File: src/rtl/reg_write_arbiter_if.sv
// Writeback request/grant bus between two requesters and the register-file
// write port, including the debug grant counters.
interface reg_write_arbiter_if #(
    parameter int CNT_W = 8
);
    logic               i_hold;
    logic               i_a_valid;
    logic [2:0]         i_a_addr;
    logic signed [7:0]  i_a_data;
    logic               o_a_ready;
    logic               i_b_valid;
    logic [2:0]         i_b_addr;
    logic signed [7:0]  i_b_data;
    logic               o_b_ready;
    logic               o_write;
    logic [2:0]         o_inaddress;
    logic [7:0]         o_in;
    logic               o_last_gnt;
    logic [CNT_W-1:0]   o_gnt_cnt_a;
    logic [CNT_W-1:0]   o_gnt_cnt_b;

    modport master (
        output i_hold, i_a_valid, i_a_addr, i_a_data, i_b_valid, i_b_addr, i_b_data,
        input  o_a_ready, o_b_ready, o_write, o_inaddress, o_in, o_last_gnt,
               o_gnt_cnt_a, o_gnt_cnt_b
    );

    modport slave (
        input  i_hold, i_a_valid, i_a_addr, i_a_data, i_b_valid, i_b_addr, i_b_data,
        output o_a_ready, o_b_ready, o_write, o_inaddress, o_in, o_last_gnt,
               o_gnt_cnt_a, o_gnt_cnt_b
    );
endinterface

File: src/rtl/reg_write_arbiter.sv
// Two-requester arbiter for the single register-file write port: one grant per
// cycle, round-robin or A-first, with a registered one-cycle write strobe.
module reg_write_arbiter #(
    parameter bit FIXED_PRIO = 1'b0,
    parameter int CNT_W      = 8
) (
    input  logic              i_clk,
    input  logic              i_rst,
    reg_write_arbiter_if.slave bus
);

    logic             w_a_ready;
    logic             w_b_ready;
    logic             r_write;
    logic [2:0]       r_inaddress;
    logic [7:0]       r_in;
    logic             r_last_gnt;
    logic [CNT_W-1:0] r_gnt_cnt_a;
    logic [CNT_W-1:0] r_gnt_cnt_b;

    // Grant selection; on a conflict the requester that did not win last time goes next
    always_comb begin
        w_a_ready = 1'b0;
        w_b_ready = 1'b0;
        if (bus.i_hold) begin
            w_a_ready = 1'b0;
            w_b_ready = 1'b0;
        end else if (bus.i_a_valid && bus.i_b_valid) begin
            if (FIXED_PRIO == 1'b1) begin
                w_a_ready = 1'b1;
                w_b_ready = 1'b0;
            end else begin
                w_a_ready = r_last_gnt;
                w_b_ready = ~r_last_gnt;
            end
        end else begin
            w_a_ready = bus.i_a_valid;
            w_b_ready = bus.i_b_valid;
        end
    end

    // Write-port registers, grant history and wrapping grant counters
    always_ff @(posedge i_clk or posedge i_rst) begin
        if (i_rst) begin
            r_write     <= 1'b0;
            r_inaddress <= 3'd0;
            r_in        <= 8'd0;
            r_last_gnt  <= 1'b1;
            r_gnt_cnt_a <= {CNT_W{1'b0}};
            r_gnt_cnt_b <= {CNT_W{1'b0}};
        end else if (bus.i_a_valid && w_a_ready) begin
            r_write     <= 1'b1;
            r_inaddress <= bus.i_a_addr;
            r_in        <= bus.i_a_data;
            r_last_gnt  <= 1'b0;
            r_gnt_cnt_a <= r_gnt_cnt_a + {{(CNT_W-1){1'b0}}, 1'b1};
        end else if (bus.i_b_valid && w_b_ready) begin
            r_write     <= 1'b1;
            r_inaddress <= bus.i_b_addr;
            r_in        <= bus.i_b_data;
            r_last_gnt  <= 1'b1;
            r_gnt_cnt_b <= r_gnt_cnt_b + {{(CNT_W-1){1'b0}}, 1'b1};
        end else begin
            r_write     <= 1'b0;
        end
    end

    assign bus.o_a_ready   = w_a_ready;
    assign bus.o_b_ready   = w_b_ready;
    assign bus.o_write     = r_write;
    assign bus.o_inaddress = r_inaddress;
    assign bus.o_in        = r_in;
    assign bus.o_last_gnt  = r_last_gnt;
    assign bus.o_gnt_cnt_a = r_gnt_cnt_a;
    assign bus.o_gnt_cnt_b = r_gnt_cnt_b;

endmodule

File: src/flat_wrapper.sv
// flat-port wrapper written by rule: the top's interface ports become plain ports
module reg_write_arbiter_flat 
#(
    parameter bit FIXED_PRIO = 1'b0,
    parameter int CNT_W      = 8
)
  (i_clk, i_rst, bus_i_hold, bus_i_a_valid, bus_i_a_addr, bus_i_a_data, bus_i_b_valid, bus_i_b_addr, bus_i_b_data, bus_o_a_ready, bus_o_b_ready, bus_o_write, bus_o_inaddress, bus_o_in, bus_o_last_gnt, bus_o_gnt_cnt_a, bus_o_gnt_cnt_b);
  reg_write_arbiter_if #(.CNT_W(CNT_W)) bus_i ();
  input  logic i_clk;
  input  logic i_rst;
  input wire logic [$bits(bus_i.i_hold)-1:0] bus_i_hold;
  input wire logic [$bits(bus_i.i_a_valid)-1:0] bus_i_a_valid;
  input wire logic [$bits(bus_i.i_a_addr)-1:0] bus_i_a_addr;
  input wire logic [$bits(bus_i.i_a_data)-1:0] bus_i_a_data;
  input wire logic [$bits(bus_i.i_b_valid)-1:0] bus_i_b_valid;
  input wire logic [$bits(bus_i.i_b_addr)-1:0] bus_i_b_addr;
  input wire logic [$bits(bus_i.i_b_data)-1:0] bus_i_b_data;
  output wire logic [$bits(bus_i.o_a_ready)-1:0] bus_o_a_ready;
  output wire logic [$bits(bus_i.o_b_ready)-1:0] bus_o_b_ready;
  output wire logic [$bits(bus_i.o_write)-1:0] bus_o_write;
  output wire logic [$bits(bus_i.o_inaddress)-1:0] bus_o_inaddress;
  output wire logic [$bits(bus_i.o_in)-1:0] bus_o_in;
  output wire logic [$bits(bus_i.o_last_gnt)-1:0] bus_o_last_gnt;
  output wire logic [$bits(bus_i.o_gnt_cnt_a)-1:0] bus_o_gnt_cnt_a;
  output wire logic [$bits(bus_i.o_gnt_cnt_b)-1:0] bus_o_gnt_cnt_b;
  assign bus_i.i_hold = bus_i_hold;
  assign bus_i.i_a_valid = bus_i_a_valid;
  assign bus_i.i_a_addr = bus_i_a_addr;
  assign bus_i.i_a_data = bus_i_a_data;
  assign bus_i.i_b_valid = bus_i_b_valid;
  assign bus_i.i_b_addr = bus_i_b_addr;
  assign bus_i.i_b_data = bus_i_b_data;
  assign bus_o_a_ready = bus_i.o_a_ready;
  assign bus_o_b_ready = bus_i.o_b_ready;
  assign bus_o_write = bus_i.o_write;
  assign bus_o_inaddress = bus_i.o_inaddress;
  assign bus_o_in = bus_i.o_in;
  assign bus_o_last_gnt = bus_i.o_last_gnt;
  assign bus_o_gnt_cnt_a = bus_i.o_gnt_cnt_a;
  assign bus_o_gnt_cnt_b = bus_i.o_gnt_cnt_b;
  reg_write_arbiter #(.FIXED_PRIO(FIXED_PRIO), .CNT_W(CNT_W)) u_core (.i_clk(i_clk), .i_rst(i_rst), .bus(bus_i));
endmodule
File: config.mk
export PLATFORM = sky130hd
export DESIGN_NAME = reg_write_arbiter_flat
export DESIGN_NICKNAME = d
export VERILOG_FILES = /design/src/rtl/reg_write_arbiter_if.sv /design/src/rtl/reg_write_arbiter.sv /design/src/flat_wrapper.sv
export SDC_FILE = /design/constraint.sdc
export NUM_CORES = 1
export LEC_CHECK = 0
export BUFFER_PORTS_ARGS = -buffer_cell sky130_fd_sc_hd__buf_4
export CAP_MARGIN = 25
export CORE_ASPECT_RATIO = 1.2
export CORE_MARGIN = 1
export CORE_UTILIZATION = 30
export CTS_CLUSTER_DIAMETER = 150
export CTS_CLUSTER_SIZE = 20
export DETAILED_ROUTE_END_ITERATION = 16
export GPL_TIMING_DRIVEN = 0
export PLACE_DENSITY = 0.51
export SYNTH_ARGS = -nofsm -noshare
export SYNTH_HDL_FRONTEND = slang
export SYNTH_SLANG_ARGS = --single-unit
File: constraint.sdc
create_clock -name i_clk -period 1.9 [get_ports i_clk]
set_input_delay 0.19 -clock i_clk [delete_from_list [all_inputs] [get_ports i_clk]]
set_output_delay 0.19 -clock i_clk [all_outputs]
set_load 0.02 [all_outputs]
Yosys cells after proc, flatten, opt, wreduce, memory -nomap -nowiden
Index checks and enable logic that the tools add are counted.
{ "totals": {"rom_bits": 0, "register_bits": 29, "word_cells": 27, "latch_bits": 0, "out_inout_bits": 31, "mem_bits_rw": 0, "in_bits": 27, "mem_count": 0} }
{ "classes": {"n_eq_ne": 0, "n_shift": 0, "n_mul": 0, "n_addsub": 2, "magnitude_cmp": 0, "n_div": 0, "n_mux": 12, "reduce_logical": 5, "n_bitwise": 2} }
{ "op_table": {"columns": ["operator", "count"], "rows": [
  ["8-bit by 1-bit adder with 8-bit output, second input constant", 2],
  ["8-bit 2-to-1 mux", 2],
  ["1-bit 2-to-1 mux", 8],
  ["3-bit 2-to-1 mux", 2],
  ["1-bit logical AND", 3],
  ["1-bit inverter", 2],
  ["2-bit AND reduction", 1],
  ["2-bit nonzero test", 1]
]} }

Depth between registers and ports, before layout
{ "logic_depth": {"word_depth": 6, "mapped_depth": 5, "ltp_nobuf": 4} }

Least setup slack after synthesis
No wires, ideal clock.
{ "synth_timing": {"path_type": "register to register", "start": "reg u_core.r_last_gnt, in the netlist u_core.bus.o_last_gnt", "end": "reg u_core.r_in[0], in the netlist u_core.bus.o_in[0]", "synth_period_minus_slack_ns": 1.473, "required_ns": 1.774, "setup_slack_ns": 0.427, "arrival_time_ns": 1.347, "setup_time_ns": 0.126, "path_buffers": 2, "stages_incl_launch_ff": 6, "path_cell_list": "dfstp_2 and2_1 buf_6 nor2_4 buf_6 a221o_1"} }
{ "synth_via": {"elab_chain_len": 5, "elab_cells_between_ends": 9, "cone_classes": "mux: 5; bitwise: 1; reduce/logical: 3"} }
{ "synth_lines": {"columns": ["element", "line_no", "rtl"], "rows": [
  ["from (decl)", "reg_write_arbiter.sv:17", "logic r_last_gnt;"],
  ["from (signal assigned)", "reg_write_arbiter.sv:48", "r_last_gnt <= 1'b1;"],
  ["from (signal assigned)", "reg_write_arbiter.sv:55", "r_last_gnt <= 1'b0;"],
  ["from (signal assigned)", "reg_write_arbiter.sv:61", "r_last_gnt <= 1'b1;"],
  ["1-bit inverter", "reg_write_arbiter.sv:34", "w_b_ready = ~r_last_gnt;"],
  ["1-bit 2-to-1 mux", "reg_write_arbiter.sv:28", "end else if (bus.i_a_valid && bus.i_b_valid) begin"],
  ["1-bit 2-to-1 mux", "reg_write_arbiter.sv:25", "if (bus.i_hold) begin"],
  ["named net bus_o_b_ready", "flat_wrapper.sv:19", "output wire logic [$bits(bus_i.o_b_ready)-1:0] bus_o_b_ready;"],
  ["1-bit logical AND", "reg_write_arbiter.sv:57", "end else if (bus.i_b_valid && w_b_ready) begin"],
  ["2-bit nonzero test (no line)", null, null],
  ["to (signal assigned)", "reg_write_arbiter.sv:54", "r_in <= bus.i_a_data;"],
  ["to (signal assigned)", "reg_write_arbiter.sv:60", "r_in <= bus.i_b_data;"],
  ["to (decl)", "reg_write_arbiter.sv:16", "logic [7:0] r_in;"]
]} }
The timed path passes the listed nets, and every way through them passes these cells.
A chain may end at the register's enable or synchronous reset.

Final worst setup path
{ "layout_timing": {"start": "reg u_core.r_last_gnt, in the netlist u_core.bus.o_last_gnt", "end": "out bus_o_a_ready"} }
{ "layout_via": {"elab_chain_len": 2} }
{ "layout_lines": {"columns": ["element", "line_no", "rtl"], "rows": [
  ["1-bit 2-to-1 mux", "reg_write_arbiter.sv:28", null],
  ["1-bit 2-to-1 mux", "reg_write_arbiter.sv:25", null],
  ["to (decl)", "flat_wrapper.sv:18", "output wire logic [$bits(bus_i.o_a_ready)-1:0] bus_o_a_ready;"]
]} }
No other way between the ends.

==> results.toml <==
[status]
status = "completed"

[global_routing]
grt_remaining_overflow = 0
first_global_vias = 1118
grt_pass1_wl_mm = 5.51
grt.total_usage_pct = 15.1
antenna_found_initial = 0
grt_max_degree = 17

[sta]
post-route-period-util_pct = 88.5
hold_viol_final = 0
slew_violations = 0
rsz0062_at_grt = "false"
fin_worst_skew_ns = 0.00296
tns_ns = 0
setup_violations = 0
period_needed_ns = 1.68
slew-limit-headroom_pct = 57.6
worst_pin_slew_ns = 0.636
fmax_ghz = 0.595

[cells_and_area]
nets = 205
drive_above_1_share_pct = 45.8
stdcell_area_mm2 = 0.00199
fillers = 409
antenna_cells = 0
fin_cells = 233
syn_to_final_growth_pct = 44.6

[synth]
syn_area_per_cell_um2 = 12.4
synth_area_mm2 = 0.00138
syn_nets = 140
ys.flop_type = "dfrtp_1"
netlist_instances = 111
synthTopCellsByCount = "28 x dfrtp_1, 12 x and2_1, 12 x xor2_1"
synth_cell_type_count = 24
async_flop_share_pct = 100
synthMostInstantiatedCell = "dfrtp_1"
yosysTopAreaCell = "dfrtp_1"
ys_seq_area_share_pct = 52.7
synth_edf_count = 0
ys_top_cells_by_area = "dfrtp_1 51%, a221o_1 8.0%, xor2_1 7.6%"
ys_warn_count = 0
synth_top_area_share_pct = 50.8
synth_seq_cells = 29

[critical_path]
setup.worst_path.class = "flip-flop to output pin"
crit_chain = "nor2b_2 -> buf_6 -> nor2_4 -> buf_6 -> buf_4"
critPathMaxFanout = 10
endpoint_kind = "output pin"
slowest_delay_ns = 0.57
cp_num_buf_inv = 3
crit_path_start_kind = "flip-flop"
crit_slowest_cell = "dfstp_2"
worst-endpoint-required_ns = 1.71
crit_path_frequent_cell = "buf_6"
arrival_ns = 1.49
crit_family = "flip-flops"

[floorplan]
dieWidth_um = 63.9
num_io_pins = 58
start_util_pct = 31.9
die_y_um = 76.3
core_mm2 = 0.00433
die-area_mm2 = 0.00487
rows = 26

[min_path]
holdCritPathClass = "input pin to asynchronous set/reset pin"

[cts]
clk_pin_slew_worst_paths_ns = 0.06
clockRootBuffer = "clkbuf_8"
postCtsSetupBuffers = 0
cts_resized = 0
clock_path_buffers = 2
htreeDepth = 2
cts_tree = "done"
cts_num_sinks = 29
cts_buffers = 5
clk_latency_ns = 0.27
ctsHoldBuffers = 0

[placed_design]
hpwl_mm = 2.39
io_buffers = 57
gp_congestion = 0.695
dpl.cell_count = 225
dpl-instance-area_mm2 = 0.00190

[power]
p_leak_nw = 0.965
powerDensity_mw_per_mm2 = 1240
peakVddDrop_v = 0.000469

[detailed_routing]
wirelength_mm = 3.16
drc = 0
first_iter_violations = 28
routed_via_density = 4.71
vias = 1098
drtPass1Iterations = 4
post_drt_wl_per_cell_um = 13.6
antenna_left = 0

[flow_run]
cap_violations = 0
## layout by cell type (no fill, tap or decap), types with 3 or more instances in the layout
| master | Yosys | final |
|---|---|---|
| xor2_1 | 12 | 12 |
| nand3_1 | 4 | 4 |
| and2_1 | 12 | 12 |
| buf_6 | 5 | 5 |
| nand2_1 | 5 | 5 |
| a221o_1 | 11 | 11 |
| clkbuf_1 | 1 | 3 |
| inv_1 | 4 | 4 |
| dfrtp_1 | 28 | 28 |
| nor4_1 | 3 | 3 |
| buf_4 | 1 | 58 |
| nor4_2 | 5 | 5 |
| clkbuf_8 | 0 | 6 |
## layer usage
layer	up-vias	share of wire (%)	GRT usage [%]
met4	0	1.7	5.45
met2	49	44	22.3
met3	6	8.9	6.74
li1	524	-	-
met5	-	0	0
met1	519	45	19.2
## logic make-up (layout without fill, tap and decap cells)
logic type,count (synthesis),in the layout,synth area share [%]
adders and majority gates,2,2,1.81
AOI/OAI and AO/OA,13,13,8.89
buffers and inverters,11,77,5.99
xor gates and xnor gates,14,14,8.89
and+or+nand+nor,40,40,20.1
muxes,2,2,1.63
DFF,29,29,52.7
## path summary, 6_finish.rpt
kind,end,slack [ns],cells after the start,start
max,bus_o_a_ready,0.22,5,u_core.bus.o_last_gnt
min,u_core.bus.o_gnt_cnt_a[2],0.003,2,i_rst
max reg2reg,u_core.bus.o_in[4],0.43,5,u_core.bus.o_last_gnt
min reg2reg,u_core.bus.o_gnt_cnt_a[7],0.47,1,u_core.bus.o_gnt_cnt_a[7]
max in group asynchronous,u_core.bus.o_gnt_cnt_b[4],1.39,3,i_rst
min in group i_clk,u_core.bus.o_in[1],0.14,2,bus_i_b_data[1]
## state kept, by name, indices dropped and copies added (netlist names)
signal	cells
u_core.bus.o_inaddress	3
u_core.bus.o_in	8
u_core.bus.o_write	1
u_core.bus.o_gnt_cnt_b	8
u_core.bus.o_gnt_cnt_a	8
u_core.bus.o_last_gnt	1
## power breakdown
part           internal [mW]  total [mW]  switching [mW]  leakage [nW]
clock network          0.295       0.517           0.222        0.0455
logic                  0.453       0.951           0.499         0.565
registers              0.804        1.00           0.198         0.354
## stage by stage
stage	power, mW	hold slack [ns]	util (%)	worst slack, ns
2_1_floorplan	1.53	0.267	-	0.427
3_3_place_gp	1.94	0.418	43.4	0.442
3_5_place_dp	1.98	0.319	44.0	0.432
4_1_cts	2.52	0.0179	46.1	0.190
5_1_grt	2.64	0.0430	46.1	0.131
6_report	2.47	0.00320	46.1	0.219
## cell type report
cell class                 instances  area [um^2]  area share (%)
inverter                           4         15.0           0.753
buffer                             7         67.6            3.39
multi-input combinational         71          569            28.5
timing repair buffer              58          455            22.8
clock buffer                       8         90.1            4.52
sequential                        29          727            36.4
tap                               56         70.1            3.51
Power figures use the tool's default switching activity.
